**config.mk**
```make
export PLATFORM = sky130hd
export DESIGN_NAME = motor_config_bank
export DESIGN_NICKNAME = d
export VERILOG_FILES = /design/src/rtl/motor_config_bank.sv
export SDC_FILE = /design/constraint.sdc
export NUM_CORES = 2
export LEC_CHECK = 0
export ABC_CLOCK_PERIOD_IN_PS = 92400
export CORE_AREA = 2 2 692 694
export DETAILED_ROUTE_END_ITERATION = 8
export DIE_AREA = 0 0 694 696
export PLACE_DENSITY_LB_ADDON = 0.08
export RECOVER_POWER = 50
export SYNTH_ARGS = -nofsm -noshare
export SYNTH_HDL_FRONTEND = slang
export SYNTH_SLANG_ARGS = --single-unit
```
**constraint.sdc**
```tcl
create_clock -name clk -period 92.4 [get_ports clk]
set_input_delay 9.24 -clock clk [delete_from_list [all_inputs] [get_ports clk]]
set_output_delay 9.24 -clock clk [all_outputs]
set_load 0.01 [all_outputs]
```
**src/rtl/motor_config_bank.sv**
```systemverilog
`timescale 1ns/1ps
// motor_config_bank: Avalon-MM register bank holding per-motor control configuration
// and status. Motors with unsent configuration changes are marked dirty and their
// configuration snapshots are offered round-robin over a valid/ready handshake.
// Optional build macro CONFIG_WRITE_LOCK_EN adds a global write-lock register at 0x30.
module motor_config_bank #(
    parameter int NUM_MOTORS        = 8,
    parameter int ID_BASE           = 128,
    parameter int DEFAULT_PWM_LIMIT = 500,
    parameter int DEFAULT_INT_LIMIT = 100,
    parameter int DEFAULT_MODE      = 3,
    parameter int DEFAULT_UPDATE_HZ = 100
) (
    input  logic                  clk,
    input  logic                  reset,
    input  logic [15:0]           address,
    input  logic                  write,
    input  logic [31:0]           writedata,
    input  logic                  read,
    output logic [31:0]           readdata,
    output logic                  waitrequest,
    input  logic                  status_valid,
    input  logic [7:0]            status_motor,
    input  logic [84:0]           status_data,
    output logic                  cfg_valid,
    input  logic                  cfg_ready,
    output logic [7:0]            cfg_motor,
    output logic [159:0]          cfg_data,
    output logic [31:0]           update_frequency_hz,
    output logic [NUM_MOTORS-1:0] dirty
);
    localparam int IDX_W  = (NUM_MOTORS > 1) ? $clog2(NUM_MOTORS) : 1;
    localparam int DPAD_W = (NUM_MOTORS > 32) ? NUM_MOTORS : 32;

    localparam logic [7:0] REG_ID       = 8'h00;
    localparam logic [7:0] REG_KP       = 8'h01;
    localparam logic [7:0] REG_KI       = 8'h02;
    localparam logic [7:0] REG_KD       = 8'h03;
    localparam logic [7:0] REG_ENC0     = 8'h04;
    localparam logic [7:0] REG_ENC1     = 8'h05;
    localparam logic [7:0] REG_PWM      = 8'h08;
    localparam logic [7:0] REG_INT      = 8'h09;
    localparam logic [7:0] REG_DEADBAND = 8'h0A;
    localparam logic [7:0] REG_MODE     = 8'h0B;
    localparam logic [7:0] REG_SETPOINT = 8'h0C;
    localparam logic [7:0] REG_FREQ     = 8'h11;
    localparam logic [7:0] REG_COLOUR   = 8'h12;
    localparam logic [7:0] REG_DUTY     = 8'h17;
    localparam logic [7:0] REG_CURRENT  = 8'h19;
    localparam logic [7:0] REG_DIRTY    = 8'h20;
`ifdef CONFIG_WRITE_LOCK_EN
    localparam logic [7:0] REG_LOCK     = 8'h30;
`endif

    typedef enum logic {S_IDLE, S_OFFER} state_t;

    // Per-motor configuration
    logic [7:0]  id_r        [NUM_MOTORS];
    logic [15:0] kp_r        [NUM_MOTORS];
    logic [15:0] ki_r        [NUM_MOTORS];
    logic [15:0] kd_r        [NUM_MOTORS];
    logic [23:0] setpoint_r  [NUM_MOTORS];
    logic [23:0] pwm_limit_r [NUM_MOTORS];
    logic [23:0] int_limit_r [NUM_MOTORS];
    logic [23:0] deadband_r  [NUM_MOTORS];
    logic [7:0]  mode_r      [NUM_MOTORS];
    logic [23:0] colour_r    [NUM_MOTORS];

    // Per-motor status pushed by the comms engine
    logic [23:0]        enc0_r    [NUM_MOTORS];
    logic [23:0]        enc1_r    [NUM_MOTORS];
    logic [23:0]        duty_r    [NUM_MOTORS];
    logic signed [12:0] current_r [NUM_MOTORS];

    state_t             state;
    logic [IDX_W-1:0]   rr_ptr;
    logic               rd_done;

    logic [7:0]         reg_sel;
    logic [IDX_W-1:0]   m_idx;
    logic               motor_ok;
    logic               is_cfg_reg;
    logic               wr_blocked;
    logic               cfg_wr;
    logic               colour_wr;
    logic               freq_wr;
    logic [IDX_W-1:0]   s_idx;
    logic               status_ok;
    logic [31:0]        rd_value;
    logic [DPAD_W-1:0]  dirty_pad;

    int                 pick_sum;
    logic [IDX_W-1:0]   pick_cand;
    logic               pick_found;
    logic [IDX_W-1:0]   pick_idx;
    logic [159:0]       snap;
    logic [IDX_W-1:0]   next_ptr;
    logic [NUM_MOTORS-1:0] dirty_set;
    logic [NUM_MOTORS-1:0] dirty_clr;

`ifdef CONFIG_WRITE_LOCK_EN
    logic               lock_r;
    logic [15:0]        lock_cnt;
    logic               lock_hit;

    function automatic logic [15:0] sat_inc16(input logic [15:0] v);
        return (v == 16'hFFFF) ? v : v + 16'd1;
    endfunction
`endif

    assign reg_sel   = address[15:8];
    assign m_idx     = address[IDX_W-1:0];
    assign motor_ok  = (int'(address[7:0]) < NUM_MOTORS);
    assign s_idx     = status_motor[IDX_W-1:0];
    assign status_ok = (int'(status_motor) < NUM_MOTORS);
    assign dirty_pad = DPAD_W'(dirty);

    assign is_cfg_reg = (reg_sel == REG_ID)  || (reg_sel == REG_KP) || (reg_sel == REG_KI) ||
                        (reg_sel == REG_KD)  || (reg_sel == REG_PWM) || (reg_sel == REG_INT) ||
                        (reg_sel == REG_DEADBAND) || (reg_sel == REG_MODE) ||
                        (reg_sel == REG_SETPOINT);

`ifdef CONFIG_WRITE_LOCK_EN
    assign wr_blocked = lock_r;
    assign lock_hit   = write && lock_r &&
                        ((motor_ok && (is_cfg_reg || (reg_sel == REG_COLOUR))) || (reg_sel == REG_FREQ));
`else
    assign wr_blocked = 1'b0;
`endif

    assign cfg_wr    = write && motor_ok && is_cfg_reg && !wr_blocked;
    assign colour_wr = write && motor_ok && (reg_sel == REG_COLOUR) && !wr_blocked;
    assign freq_wr   = write && (reg_sel == REG_FREQ) && !wr_blocked;

    // Read-only waitrequest for the first cycle of every read; writes never stall.
    assign waitrequest = read && !rd_done;

    // Read mux: per-motor fields need a valid motor index, global fields ignore it.
    always_comb begin
        rd_value = 32'hDEADBEEF;
        if (motor_ok) begin
            case (reg_sel)
                REG_ID:       rd_value = {24'd0, id_r[m_idx]};
                REG_KP:       rd_value = {16'd0, kp_r[m_idx]};
                REG_KI:       rd_value = {16'd0, ki_r[m_idx]};
                REG_KD:       rd_value = {16'd0, kd_r[m_idx]};
                REG_ENC0:     rd_value = {8'd0, enc0_r[m_idx]};
                REG_ENC1:     rd_value = {8'd0, enc1_r[m_idx]};
                REG_PWM:      rd_value = {8'd0, pwm_limit_r[m_idx]};
                REG_INT:      rd_value = {8'd0, int_limit_r[m_idx]};
                REG_DEADBAND: rd_value = {8'd0, deadband_r[m_idx]};
                REG_MODE:     rd_value = {24'd0, mode_r[m_idx]};
                REG_SETPOINT: rd_value = {8'd0, setpoint_r[m_idx]};
                REG_COLOUR:   rd_value = {8'd0, colour_r[m_idx]};
                REG_DUTY:     rd_value = {8'd0, duty_r[m_idx]};
                REG_CURRENT:  rd_value = 32'(current_r[m_idx]);
                default:      rd_value = 32'hDEADBEEF;
            endcase
        end
        case (reg_sel)
            REG_FREQ:  rd_value = update_frequency_hz;
            REG_DIRTY: rd_value = dirty_pad[31:0];
`ifdef CONFIG_WRITE_LOCK_EN
            REG_LOCK:  rd_value = {lock_cnt, 15'd0, lock_r};
`endif
            default:   ;
        endcase
    end

    // Register read data on the waitrequest cycle; the read completes on the next.
    always_ff @(posedge clk or posedge reset) begin
        if (reset) begin
            rd_done  <= 1'b0;
            readdata <= 32'd0;
        end else begin
            rd_done <= read && !rd_done;
            if (read && !rd_done) readdata <= rd_value;
        end
    end

    // Per-motor configuration and colour registers; accepted writes truncate to field width.
    always_ff @(posedge clk or posedge reset) begin
        if (reset) begin
            for (int i = 0; i < NUM_MOTORS; i++) begin
                id_r[i]        <= 8'(ID_BASE + i);
                kp_r[i]        <= 16'd1;
                ki_r[i]        <= 16'd0;
                kd_r[i]        <= 16'd0;
                setpoint_r[i]  <= 24'd0;
                pwm_limit_r[i] <= 24'(DEFAULT_PWM_LIMIT);
                int_limit_r[i] <= 24'(DEFAULT_INT_LIMIT);
                deadband_r[i]  <= 24'd0;
                mode_r[i]      <= 8'(DEFAULT_MODE);
                colour_r[i]    <= 24'd0;
            end
        end else if (cfg_wr || colour_wr) begin
            case (reg_sel)
                REG_ID:       id_r[m_idx]        <= writedata[7:0];
                REG_KP:       kp_r[m_idx]        <= writedata[15:0];
                REG_KI:       ki_r[m_idx]        <= writedata[15:0];
                REG_KD:       kd_r[m_idx]        <= writedata[15:0];
                REG_PWM:      pwm_limit_r[m_idx] <= writedata[23:0];
                REG_INT:      int_limit_r[m_idx] <= writedata[23:0];
                REG_DEADBAND: deadband_r[m_idx]  <= writedata[23:0];
                REG_MODE:     mode_r[m_idx]      <= writedata[7:0];
                REG_SETPOINT: setpoint_r[m_idx]  <= writedata[23:0];
                REG_COLOUR:   colour_r[m_idx]    <= writedata[23:0];
                default:      ;
            endcase
        end
    end

    // Status pushes land at the edge; out-of-range motor indices are dropped.
    always_ff @(posedge clk or posedge reset) begin
        if (reset) begin
            for (int i = 0; i < NUM_MOTORS; i++) begin
                enc0_r[i]    <= 24'd0;
                enc1_r[i]    <= 24'd0;
                duty_r[i]    <= 24'd0;
                current_r[i] <= 13'sd0;
            end
        end else if (status_valid && status_ok) begin
            enc0_r[s_idx]    <= status_data[23:0];
            enc1_r[s_idx]    <= status_data[47:24];
            duty_r[s_idx]    <= status_data[71:48];
            current_r[s_idx] <= signed'(status_data[84:72]);
        end
    end

    // Global update frequency register.
    always_ff @(posedge clk or posedge reset) begin
        if (reset) update_frequency_hz <= 32'(DEFAULT_UPDATE_HZ);
        else if (freq_wr) update_frequency_hz <= writedata;
    end

`ifdef CONFIG_WRITE_LOCK_EN
    // Lock register: always writable; rejected writes counted with saturation.
    always_ff @(posedge clk or posedge reset) begin
        if (reset) begin
            lock_r   <= 1'b0;
            lock_cnt <= 16'd0;
        end else if (write && (reg_sel == REG_LOCK)) begin
            lock_r <= writedata[0];
            if (writedata[1]) lock_cnt <= 16'd0;
        end else if (lock_hit) begin
            lock_cnt <= sat_inc16(lock_cnt);
        end
    end
`endif

    // Round-robin search: first dirty motor at or after rr_ptr, wrapping.
    always_comb begin
        pick_found = 1'b0;
        pick_idx   = '0;
        pick_sum   = 0;
        pick_cand  = '0;
        for (int k = 0; k < NUM_MOTORS; k++) begin
            pick_sum = int'(rr_ptr) + k;
            if (pick_sum >= NUM_MOTORS) pick_sum = pick_sum - NUM_MOTORS;
            pick_cand = IDX_W'(pick_sum);
            if (!pick_found && dirty[pick_cand]) begin
                pick_found = 1'b1;
                pick_idx   = pick_cand;
            end
        end
    end

    assign snap = {mode_r[pick_idx], deadband_r[pick_idx], int_limit_r[pick_idx],
                   pwm_limit_r[pick_idx], setpoint_r[pick_idx], kd_r[pick_idx],
                   ki_r[pick_idx], kp_r[pick_idx], id_r[pick_idx]};

    assign next_ptr  = (int'(cfg_motor) >= NUM_MOTORS - 1) ? '0 : IDX_W'(int'(cfg_motor) + 1);
    assign dirty_set = cfg_wr ? (NUM_MOTORS'(1) << m_idx) : '0;
    assign dirty_clr = ((state == S_IDLE) && pick_found) ? (NUM_MOTORS'(1) << pick_idx) : '0;

    // Offer scheduler: snapshot in IDLE, hold in OFFER until accepted; a set beats a clear.
    always_ff @(posedge clk or posedge reset) begin
        if (reset) begin
            state     <= S_IDLE;
            cfg_valid <= 1'b0;
            cfg_motor <= 8'd0;
            cfg_data  <= 160'd0;
            rr_ptr    <= '0;
            dirty     <= '1;
        end else begin
            dirty <= (dirty & ~dirty_clr) | dirty_set;
            case (state)
                S_IDLE: begin
                    if (pick_found) begin
                        cfg_motor <= 8'(pick_idx);
                        cfg_data  <= snap;
                        cfg_valid <= 1'b1;
                        state     <= S_OFFER;
                    end
                end
                S_OFFER: begin
                    if (cfg_ready) begin
                        cfg_valid <= 1'b0;
                        rr_ptr    <= next_ptr;
                        state     <= S_IDLE;
                    end
                end
                default: state <= S_IDLE;
            endcase
        end
    end

endmodule
```
Word-level counts from Yosys, hierarchy flattened
Index checks and enable logic that the tools add are counted.

storage, ports and cells
  bits in read-only memories = 0
  bits of input ports = 147
  memories kept = 0
  latch bits = 0
  output and inout port bits = 242
  RAM bits = 0
  flip-flop bits (word level) = 2393

operators by class
  eq/ne operators = 17
  bitwise logic cells = 7
  $mul = 0
  mux-type cells = 145
  divide/modulo/power cells = 0
  shifts and indexed selects = 2
  order comparisons = 24
  add/sub/neg operators = 16
  reduce and logical (&&, ||, !) cells = 47

operators by type and width
  operator                                                               number
  192-bit bitwise mux                                                    8
  24-bit binary-select mux with 3-bit select                             12
  24-bit two-way mux                                                     26
  32-bit case mux with 14 select lines                                   1
  128-bit bitwise mux                                                    3
  16-bit binary-select mux with 3-bit select                             6
  16-bit two-way mux                                                     13
  24-bit demux with 3-bit select                                         2
  64-bit bitwise mux                                                     2
  104-bit bitwise mux                                                    1
  8-bit binary-select mux with 3-bit select                              4
  8-bit two-way mux                                                      11
  32-bit case mux with 2 select lines                                    1
  3-bit two-way mux                                                      17
  16-bit demux with 3-bit select                                         1
  8-bit by 4-bit equality test with 1-bit output, second input constant  5
  4-bit >= comparator, second input constant                             10
  13-bit binary-select mux with 3-bit select                             1
  13-bit demux with 3-bit select                                         1
  13-bit two-way mux                                                     3
  8-bit by 5-bit equality test with 1-bit output, second input constant  4
  3-bit by 4-bit < comparator with 1-bit output, second input constant   8
  32-bit two-way mux                                                     1
  2-bit AND reduction                                                    13
  other kinds (28)                                                       104

Longest topological paths before layout
  word-level depth = 31
  gate-level depth with buffers = 18

Worst setup path after synthesis
No wires, ideal clock.

  kind = input-to-output
  start = input read
  end = output waitrequest
  arrival = 9814 ps
  stages = 4
  slack = 73346 ps
  cells stage by stage = nand2b_1 > clkbuf_1 > inv_1 > clkbuf_1

between the ends
  longest elaborated chain between the ends = 1

RTL lines
  element            line  source
  from (decl)        19    input logic read,
  1-bit logical AND  136   assign waitrequest = read && !rd_done;
  to (decl)          21    output logic waitrequest,

No other way between the ends.

==> flow_metrics.py <==
metrics = {
    "clock_network": {
        "root_buffer": "clkbuf_16",
        "h-tree-depth": 5,
        "clockBufferDepth": 4,
        "cts_tree": "yes",
        "cts_setup_buffers": 0,
        "postCtsResizedCells": 0,
        "cts_buffers": 314,
        "clk_latency_ns": 0.96,
        "cts_sinks": 2393,
        "ctsHoldBuffers": 0,
        "clkSlewWorstSetupHoldPaths_ns": 0.05,
    },
    "floorplan": {
        "dieArea_sq_um": 483000,
        "core_sq_um": 476000,
        "die_h_um": 696,
        "dieWidth_um": 694,
        "io_pins": 389,
        "rows": 254,
        "start_util_pct": 24.9,
    },
    "synthesis": {
        "synth_top_area_share_pct": 47.9,
        "yosysWarnings": 0,
        "synth_largest_area_cell": "dfrtp_1",
        "synth_top_family_by_area": "multiplexers",
        "synth_compound_area_share_pct": 5.42,
        "ys_async_sr_fraction_pct": 100,
        "synthCells": 8386,
        "muxShareOfSynthArea_pct": 36.2,
        "yosys.area_share.simple_pct": 4.70,
        "synthXorXnorAreaFrac_pct": 0.0444,
        "ys_ff_latch": 2393,
        "yosysSeqAreaShare_pct": 50.7,
        "synth.area.top_cells": "dfrtp_1, mux2_2, mux4_2",
        "yosys_most_used_dff": "dfrtp_1",
        "synth-edff-count": 0,
        "synth_area_sq_um": 118000,
        "yosys.area_share.adder_pct": 0.0422,
        "avgSynthCellArea_sq_um": 14.1,
        "ys_types": 77,
    },
    "final_layout": {
        "stdcell_count": 15093,
        "nets": 8715,
        "area_delta_synth_final_pct": 17.3,
        "multi_input_area_sq_um": 55300,
        "seqCellArea_sq_um": 60000,
        "final_common_cell": "dfrtp_1",
        "nFillCells": 47955,
        "final_area_sq_um": 139000,
        "layout_common_cells": "dfrtp_1, mux2_2, a211oi_1",
        "drive_above_1_share_pct": 41.1,
    },
    "min_path": {
        "min_path_type": "reg -> reg",
    },
    "global_routing": {
        "grt_overflow": 0,
        "antenna_found_initial": 81,
        "use_met3_pct": 2.62,
        "grt.total_usage_pct": 19.3,
        "grt_busiest_layer": "met2",
        "grt_pass1_wl_um": 664000,
        "global_route.usage.met2_pct": 32.4,
        "grt_util_met1_pct": 26.2,
        "grt_start_max_net_pins": 156,
        "grt_pass1_vias": 79469,
    },
    "timing": {
        "fin_crit_sh_pct": 24.1,
        "setup_viol_count_final": 0,
        "fmax_mhz": 44.8,
        "finalCriticalPeriod_ns": 22.31,
        "final.setup_skew_ns": 0.0600,
        "final_max_slew_viol_count": 2649,
        "worst_pin_slew_ns": 8.43,
        "setup_ws_ns": 70.09,
        "tns_ns": 0,
        "hold_viol": 0,
        "slew_headroom_pct": -462,
        "rsz0062_at_grt": "no",
    },
    "drt": {
        "drt_iter0_drc": 4502,
        "vias": 75026,
        "ant_nets": 0,
        "wirelength_um": 475000,
        "vias_per_cell": 4.97,
        "wl_per_cell_um": 31.4,
        "drc_errors": 0,
        "firstDrtPassIters": 5,
    },
    "run": {
        "max_cap_viol_count": 61,
    },
    "worst_setup_path": {
        "cp_top_family": "buffers and inverters",
        "crit_chain": "dlygate4sd3_1 -> clkinvlp_2 -> clkbuf_1 -> clkbuf_1 -> clkbuf_1 -> buf_4 -> buf_4 -> buf_4",
        "arrival_ns": 23.23,
        "critPathBufInv": 8,
        "critical_path.max_stage_delay_ns": 3.01,
        "critPathSlowestCell": "clkinvlp_2",
        "worst-setup-path-type": "in -> async",
        "cp-end-kind": "asynchronous set/reset pin",
        "critical_path_required_ns": 93.32,
        "path_max_fanout": 105,
        "start_kind": "primary input",
    },
    "placement": {
        "dp.cells": 14520,
        "pre_cts_ws_ns": 71.80,
        "hpwlAfterDp_um": 299000,
        "postPlaceCellArea_sq_um": 129000,
        "io_buffer_count": 383,
        "place.gp.congestion": 0.770,
    },
    "power_and_ir_drop": {
        "power.total_mw": 3.66,
        "p_per_area_nw_per_um2": 26.3,
        "ir_drop_uv": 65.4,
        "p_leak_nw": 63.7,
    },
    "status": {
        "status": "complete, but fails checks",
        "violations": "capacitance limit, slew limit",
    },
}
## kinds of logic after synthesis
logic type | after synthesis
muxes | 3333
DFF | 2393
and+or+nand+nor | 959
AOI/OAI and AO/OA | 895
buffers and inverters | 795
xor gates and xnor gates | 6
adders and majority gates | 4
other | 1
## where the power goes
| part | total, mW | switching [mW] | internal (mW) |
|---|---|---|---|
| Sequential | 1.15 | 0.0542 | 1.10 |
| Clock | 1.22 | 0.511 | 0.714 |
| Combinational | 1.28 | 0.899 | 0.383 |
| Total | 3.66 | 1.46 | 2.19 |
## worst register-to-register path: stages, from the launching register on
cell      delay [ns]
dfrtp_1         0.80
inv_1           0.24
ha_1            0.62
mux2_1          0.27
mux2_1          0.20
o221ai_1        0.19
nand4_1         0.20
nor2_1          0.08
a21oi_1         0.50
clkbuf_1        5.28
nand2b_1        5.05
clkbuf_1        3.49
a211oi_1        1.83
or3_1           0.21
## cells in the mapped netlist (3+ instances only)
cell and number:
nand2_1 114, ha_1 4, clkbuf_1 481, or3_1 162, or4_1 7, buf_6 9
a221oi_1 6, mux4_2 544, nor4_1 30, inv_1 8, xor2_1 3, nand3b_1 5
xnor2_1 3, o21a_1 3, o2bb2ai_1 4, nand4_1 3, nand3_1 23, nor3_1 10
mux2_2 2199, buf_4 27, buf_2 197, buf_1 70, o31ai_1 6, o22ai_1 117
mux2i_1 588, nor3b_1 4, nand2b_1 5, nor2b_1 485, and3_1 7, nor2_2 10
a211oi_1 642, o21ai_0 33, and2_1 4, dfstp_2 127, a31oi_1 13, a21oi_1 41
or2_2 3, nor2_1 71, a22oi_1 4, dfrtp_1 2266
## path summary, 6_finish.rpt
check | end | cells after the start | start | slack, ns
setup / recovery | deadband_r[116] | 8 | reset | 70.09
min in group asynchronous | ki_r[121] | 2 | reset | 10.43
hold / removal | readdata[22] | 2 | readdata[22] | 0.49
max in group clk | waitrequest | 4 | read | 71.43
hold reg to reg | readdata[22] | 2 | readdata[22] | 0.49
setup reg to reg | cfg_data[12] | 13 | rr_ptr[1] | 73.38
## through the flow
stage,util [%],hold WS [ns]
detailed placement,27.1,0.488
global route,29.2,0.507
finish,29.2,0.493
CTS,29.2,0.501
floorplan,-,0.474
global placement,27.1,0.481
## registers in the layout, indices dropped and copies added, names as in the netlist, 128 cells and up
register,flops
int_limit_r,192
duty_r,192
enc0_r,192
setpoint_r,192
deadband_r,192
colour_r,192
kp_r,128
kd_r,128
cfg_data,160
ki_r,128
enc1_r,192
pwm_limit_r,192
## metal layers
| layer | vias to the layer above | routed length (um) |
|---|---|---|
| met5 | - | 172 |
| met3 | 568 | 19500 |
| li1 | 32041 | - |
| met2 | 1448 | 227000 |
| met1 | 40943 | 214000 |
| met4 | 26 | 13400 |
## area by class of cell
| class | instances | area share, % |
|---|---|---|
| Inverter | 8 | 0.0225 |
| Clock inverter | 76 | 0.627 |
| Tap cell | 6272 | 5.65 |
| Sequential cell | 2393 | 43.2 |
| Clock buffer | 476 | 6.65 |
| Multi-Input combinational cell | 5202 | 39.8 |
| Antenna cell | 21 | 0.0378 |
| Timing Repair Buffer | 645 | 4.05 |
Note: power is estimated with default switching activity, not from simulation.
